## src/rtl/spram512x128_port_ctrl.sv

```systemverilog
// Single-port SRAM initiator: arbitrates write/read requests onto one port and
// returns read data in order through a 3-entry credit-protected response FIFO.
module spram512x128_port_ctrl #(
    parameter int AW = 9,
    parameter int DW = 128
) (
    input  logic          clk,
    input  logic          rst_n,
    input  logic          wr_valid,
    output logic          wr_ready,
    input  logic [AW-1:0] wr_addr,
    input  logic [DW-1:0] wr_data,
    input  logic          rd_valid,
    output logic          rd_ready,
    input  logic [AW-1:0] rd_addr,
    output logic          rdata_valid,
    input  logic          rdata_ready,
    output logic [DW-1:0] rdata,
    output logic          sram_ceb,
    output logic          sram_web,
    output logic [AW-1:0] sram_a,
    output logic [DW-1:0] sram_d,
    input  logic [DW-1:0] sram_q
);

    typedef enum logic {PRIO_RD = 1'b0, PRIO_WR = 1'b1} prio_t;

    prio_t         prio;
    logic          inflight;
    logic [1:0]    fifo_count;
    logic [1:0]    wptr;
    logic [1:0]    rptr;
    logic [DW-1:0] fifo_mem [3];

    logic [2:0]    outstanding;
    logic          rd_can;
    logic          rd_contend;
    logic          wr_fire;
    logic          rd_fire;
    logic          push;
    logic          pop;

    function automatic logic [1:0] ptr_inc(input logic [1:0] p);
        return (p == 2'd2) ? 2'd0 : p + 2'd1;
    endfunction

    // Credit counts the read sitting in the SRAM pipeline plus queued responses,
    // so every accepted read is guaranteed a FIFO slot without looking at rdata_ready.
    assign outstanding = {2'b00, inflight} + {1'b0, fifo_count};
    assign rd_can      = (outstanding < 3'd3);
    assign rd_contend  = rd_valid & rd_can;

    assign wr_ready = rst_n & ~(rd_contend & (prio == PRIO_RD));
    assign rd_ready = rst_n & rd_can & ~(wr_valid & (prio == PRIO_WR));

    assign wr_fire = wr_valid & wr_ready;
    assign rd_fire = rd_valid & rd_ready;

    assign sram_ceb = ~(wr_fire | rd_fire);
    assign sram_web = ~wr_fire;
    assign sram_a   = wr_fire ? wr_addr : (rd_fire ? rd_addr : '0);
    assign sram_d   = wr_fire ? wr_data : '0;

    assign rdata_valid = (fifo_count != 2'd0);
    assign rdata       = rdata_valid ? fifo_mem[rptr] : '0;

    assign push = inflight;
    assign pop  = rdata_valid & rdata_ready;

    always_ff @(posedge clk or negedge rst_n) begin
        if (!rst_n) begin
            prio       <= PRIO_RD;
            inflight   <= 1'b0;
            fifo_count <= 2'd0;
            wptr       <= 2'd0;
            rptr       <= 2'd0;
        end else begin
            inflight <= rd_fire;
            if (wr_valid & rd_contend)
                prio <= (prio == PRIO_RD) ? PRIO_WR : PRIO_RD;
            if (push)
                wptr <= ptr_inc(wptr);
            if (pop)
                rptr <= ptr_inc(rptr);
            if (push & ~pop)
                fifo_count <= fifo_count + 2'd1;
            else if (pop & ~push)
                fifo_count <= fifo_count - 2'd1;
        end
    end

    // Response storage holds data only; validity lives in fifo_count.
    always_ff @(posedge clk) begin
        if (push)
            fifo_mem[wptr] <= sram_q;
    end

endmodule

```

## config.mk

```make
export PLATFORM = sky130hd
export DESIGN_NAME = spram512x128_port_ctrl
export DESIGN_NICKNAME = d
export VERILOG_FILES = /design/src/rtl/spram512x128_port_ctrl.sv
export SDC_FILE = /design/constraint.sdc
export NUM_CORES = 1
export LEC_CHECK = 0
export ABC_AREA = 0
export BUFFER_PORTS_ARGS = -buffer_cell sky130_fd_sc_hd__buf_4
export CAP_MARGIN = 20
export CORE_AREA = 2 2 215 217
export CTS_CLUSTER_DIAMETER = 60
export DETAILED_ROUTE_END_ITERATION = 16
export DIE_AREA = 0 0 217 219
export PLACE_DENSITY = 0.73
export SYNTH_ARGS = -nofsm -noshare
export SYNTH_HDL_FRONTEND = slang
export SYNTH_SLANG_ARGS = --single-unit
```

## constraint.sdc

```tcl
create_clock -name clk -period 14.45 [get_ports clk]
set_input_delay 0.7225 -clock clk [delete_from_list [all_inputs] [get_ports clk]]
set_output_delay 0.7225 -clock clk [all_outputs]
set_load 0.1 [all_outputs]
```

==> results list <==
- Detailed Routing Iterations Pass 1: 5
- The multi-input combinational cells in the finished layout cover a total of 4680 µm².
- Number of vias after detailed routing: 10,633
- The longest clock path from root to sink contains 3 buffers.
- Mapped Nets: 1,311
- The setup check on the worst reg-to-reg path leaves a slack of 11.98 ns.
- The H-tree was split into 2 levels.
* I/O pin cnt: 549
- Global-route wire length before repair: 71.6 mm
* DP Wirelength: 36.8 mm
- Most numerous cell on the critical path: sky130_fd_sc_hd__buf_4
- In this run the clock root is driven by a sky130_fd_sc_hd__clkbuf_16.
- Width of the chip: 217 µm
- Dividing the detail-routed via count by the number of cells gives 4.79.
- Gate count after technology mapping: 1,029
* Required time of the critical path: 13.73 ns
- Netlist cell types: 27
- Type of the tightest min-delay check: in2reg
- In this design, the stage delay of the slowest critical-path cell is 0.87 ns.
* Worst slew margin: 27.8%
- At the end of the flow, the number of nets in the layout was 1,859.
- Final hold viol count: 0
- After the first detailed-routing iteration, the DRC count stood at 547.
- The critical path is of the reg2out type.
- The initial utilization of the core area, before any placement, comes to 37.4%.
* CP Max Fanout: 64
* Cells along the critical path: buf_4, buf_4, mux2_4, mux2i_1, nor2_1, buf_4
- Between clock sinks in the finished design, the worst skew comes to 0.0174 ns.
* Routed length on met1: 21.6 mm
* Final Cell Area: 22,800 µm²
* GP Congestion: 0.937
- Number of buffers added by the clock tree synthesis step: 42
- Die Y-Extent: 219 µm
- Seq/Total Area, Yosys: 69.6%
- In the global route stage, overall resource usage came out at 20.8%.
- Yosys top cell area share: 68.4%
- CTS tree: done
- Global routing finished with a remaining overflow of 0.
- Capturing point of the worst reg2reg path: fifo_mem[2][77]
- Tracing the worst setup path back leads to its startpoint at rptr[0].
* Final total negative setup slack: 0 ns
* Setup Fix Bufs, Post-CTS: 0
* Wire length per cell after detailed routing: 23.1 µm
* Placed inst area: 21,400 µm²
- Setup repair after global routing left no endpoint under its margin.
- Grouping stages by cell kind, the critical path spends the most delay in buffers and inverters.
- Counting I/O delays and the setup requirement, the final critical path takes 4.66 ns.
* Worst-path cell with the longest stage delay: sky130_fd_sc_hd__buf_4
- In this run the standard cell core region covers 45,100 µm².
- Max-cap violations in this run came to 0.
* Clock latency on the worst-skew pair: 0.56 ns
- Max Freq: 215 MHz
- Setup violations remaining at the end of the flow were counted as 0.
- Row generation in the floorplan step produced 78 rows.
* Status: finished clean
- The startpoint identified for the worst register-to-register timing path is inflight.
* Post-DRT Antenna Nets: 0
- The number of slew-limit violations in the final report came to 0.
- In this run the mean area of a mapped cell was 16.4 µm².
- DRC violation count after routing: 0
* Fraction of layout instances using a drive strength above 1: 46.6%
- WL final: 51.3 mm
- Dividing the final minimum period by the clock period gives 32.3%.
* Initial antenna violation count: 17
- Worst setup SP type: flop
* Ys Warns: 0
- After detailed routing, the met2 layer carries 23.3 mm of wire.
- Summing all flip-flop and latch instances after layout gives 11,700 µm².
* Critical Path Stages: 6
* Setup crit end: rdata[65]
- In the detailed route, the total length drawn on met3 is 4.98 mm.
- The mapped netlist covers 16,900 µm².
* Total of cells resized after clock tree synthesis: 0
- Measured slew at the worst slew-check pin: 1.08 ns
- Fill cells in the final layout number 3,844.
- Entering global routing, the biggest net connects 132 pins.
* Die outline area: 47,500 µm²
- Buffering stage count on the worst path with inverters included: 3
* Cell types with the largest area share after synthesis: sky130_fd_sc_hd__edfxtp_1, sky130_fd_sc_hd__mux2i_1, sky130_fd_sc_hd__mux2_4
- The worst setup path is captured at a primary output.
- The via count of the first global-routing pass came to 10,521.
- From synthesis to final layout, the design area changed by 35.1%.
* Number of clock sinks seen by CTS: 392
* Number of cells traversed by the worst register-to-register path: 4
- At the worst endpoint, the arrival time is 3.94 ns.
* Number of flip-flops and latches in the synthesized netlist: 392
- During placement, the flow inserted port buffers numbering 548.
* Top cell type by total area after synthesis: sky130_fd_sc_hd__edfxtp_1
- After clock tree synthesis, the clock-pin slew on the worst setup and hold paths is 0.06 ns.
- Highest signal layer in the routed design: met5
==> worst reg2reg max path, stage by stage (launching register included) <==
cell                      delay [ns]
sky130_fd_sc_hd__dfrtp_1        0.42
sky130_fd_sc_hd__inv_1          0.12
sky130_fd_sc_hd__nor3b_2        0.20
sky130_fd_sc_hd__buf_4          0.49
sky130_fd_sc_hd__buf_4          0.79
==> what timing repair did <==
item,CTS,global route
endpoints found under the setup margin,0,0
endpoints found under the hold margin,8,0
hold buffers,1,0
==> flip-flops by register name, indices dropped and copies added (netlist names) <==
| register | count |
|---|---|
| fifo_mem | 384 |
| fifo_count | 2 |
| rptr | 2 |
| wptr | 2 |
| inflight | 1 |
| prio | 1 |
==> worst min path at each step <==
| stage | from | endpoint | slack, ns | cells after the start |
|---|---|---|---|---|
| 4_1_cts | sram_q[6] | fifo_mem[1][6] | 0.31 | 1 |
| 3_3_place_gp | prio | prio | 0.48 | 1 |
| 3_5_place_dp | prio | prio | 0.49 | 1 |
| 6_report | sram_q[112] | fifo_mem[1][112] | 0.35 | 1 |
| 5_1_grt | sram_q[6] | fifo_mem[1][6] | 0.33 | 1 |
| 2_1_floorplan | rst_n | fifo_count[0] | 0.43 | 0 |
==> per-layer routing <==
layer,vias to the layer above,track usage [%]
met5,-,0
met4,8,7.69
met3,77,8.14
met2,410,31.3
met1,5266,27.1
li1,4872,-
==> placed cells by master, fill, tap and decap left out, types with 8 or more instances in the layout <==
| cell type | synthesis | routed |
|---|---|---|
| sky130_fd_sc_hd__nand2_1 | 21 | 21 |
| sky130_fd_sc_hd__diode_2 | 0 | 11 |
| sky130_fd_sc_hd__clkinv_1 | 0 | 11 |
| sky130_fd_sc_hd__nor2_1 | 134 | 132 |
| sky130_fd_sc_hd__mux2_2 | 41 | 41 |
| sky130_fd_sc_hd__buf_4 | 11 | 561 |
| sky130_fd_sc_hd__mux2i_1 | 128 | 128 |
| sky130_fd_sc_hd__o22ai_1 | 9 | 9 |
| sky130_fd_sc_hd__edfxtp_1 | 384 | 384 |
| sky130_fd_sc_hd__mux2_4 | 80 | 80 |
| sky130_fd_sc_hd__and2_1 | 129 | 129 |
| sky130_fd_sc_hd__clkinv_2 | 0 | 8 |
| sky130_fd_sc_hd__clkbuf_16 | 0 | 43 |
==> cells by family after synthesis <==
family	after synthesis	synth area share (%)
xor gates and xnor gates	4	0.208
and+or+nand+nor	292	8.52
buffers and inverters	64	2.74
AOI/OAI and AO/OA	18	0.750
muxes	256	17.9
adders and majority gates	3	0.223
DFF	392	69.6
==> layout make-up <==
cell class                      count  area share (%)
Multi-Input combinational cell    573            20.6
Tap cell                          600            3.30
Clock buffer                       49            4.83
Antenna cell                       11           0.121
Clock inverter                     27           0.841
Inverter                            4          0.0659
Timing Repair Buffer              564            18.7
Sequential cell                   392            51.6
==> through the flow <==
step	setup WS, ns	util [%]	hold slack, ns	instances
floorplan	3.95	-	0.427	1029
detailed placement	10.34	47.5	0.493	2131
global route	9.58	50.4	0.326	2212
global placement	10.37	47.5	0.476	2131
finish	9.79	50.5	0.349	2220
CTS	9.71	50.4	0.312	2208
==> synthesized netlist by cell type, drive strengths merged <==
cell / number
nand2b: 1
xor2: 2
o21ai: 1
nor3b: 2
buf: 45
clkbuf: 15
o21a: 1
nor3: 2
a21oi: 1
a21o: 6
nor2: 134
inv: 4
ha: 3
mux2i: 128
edfxtp: 384
and3: 1
nand3: 2
mux2: 128
o22ai: 9
and2: 129
nand2: 21
dfrtp: 8
xnor2: 2
Power is left out: the tool's default activity adds up to more than one toggle a clock period on the data nets, which glitch-free logic cannot reach.
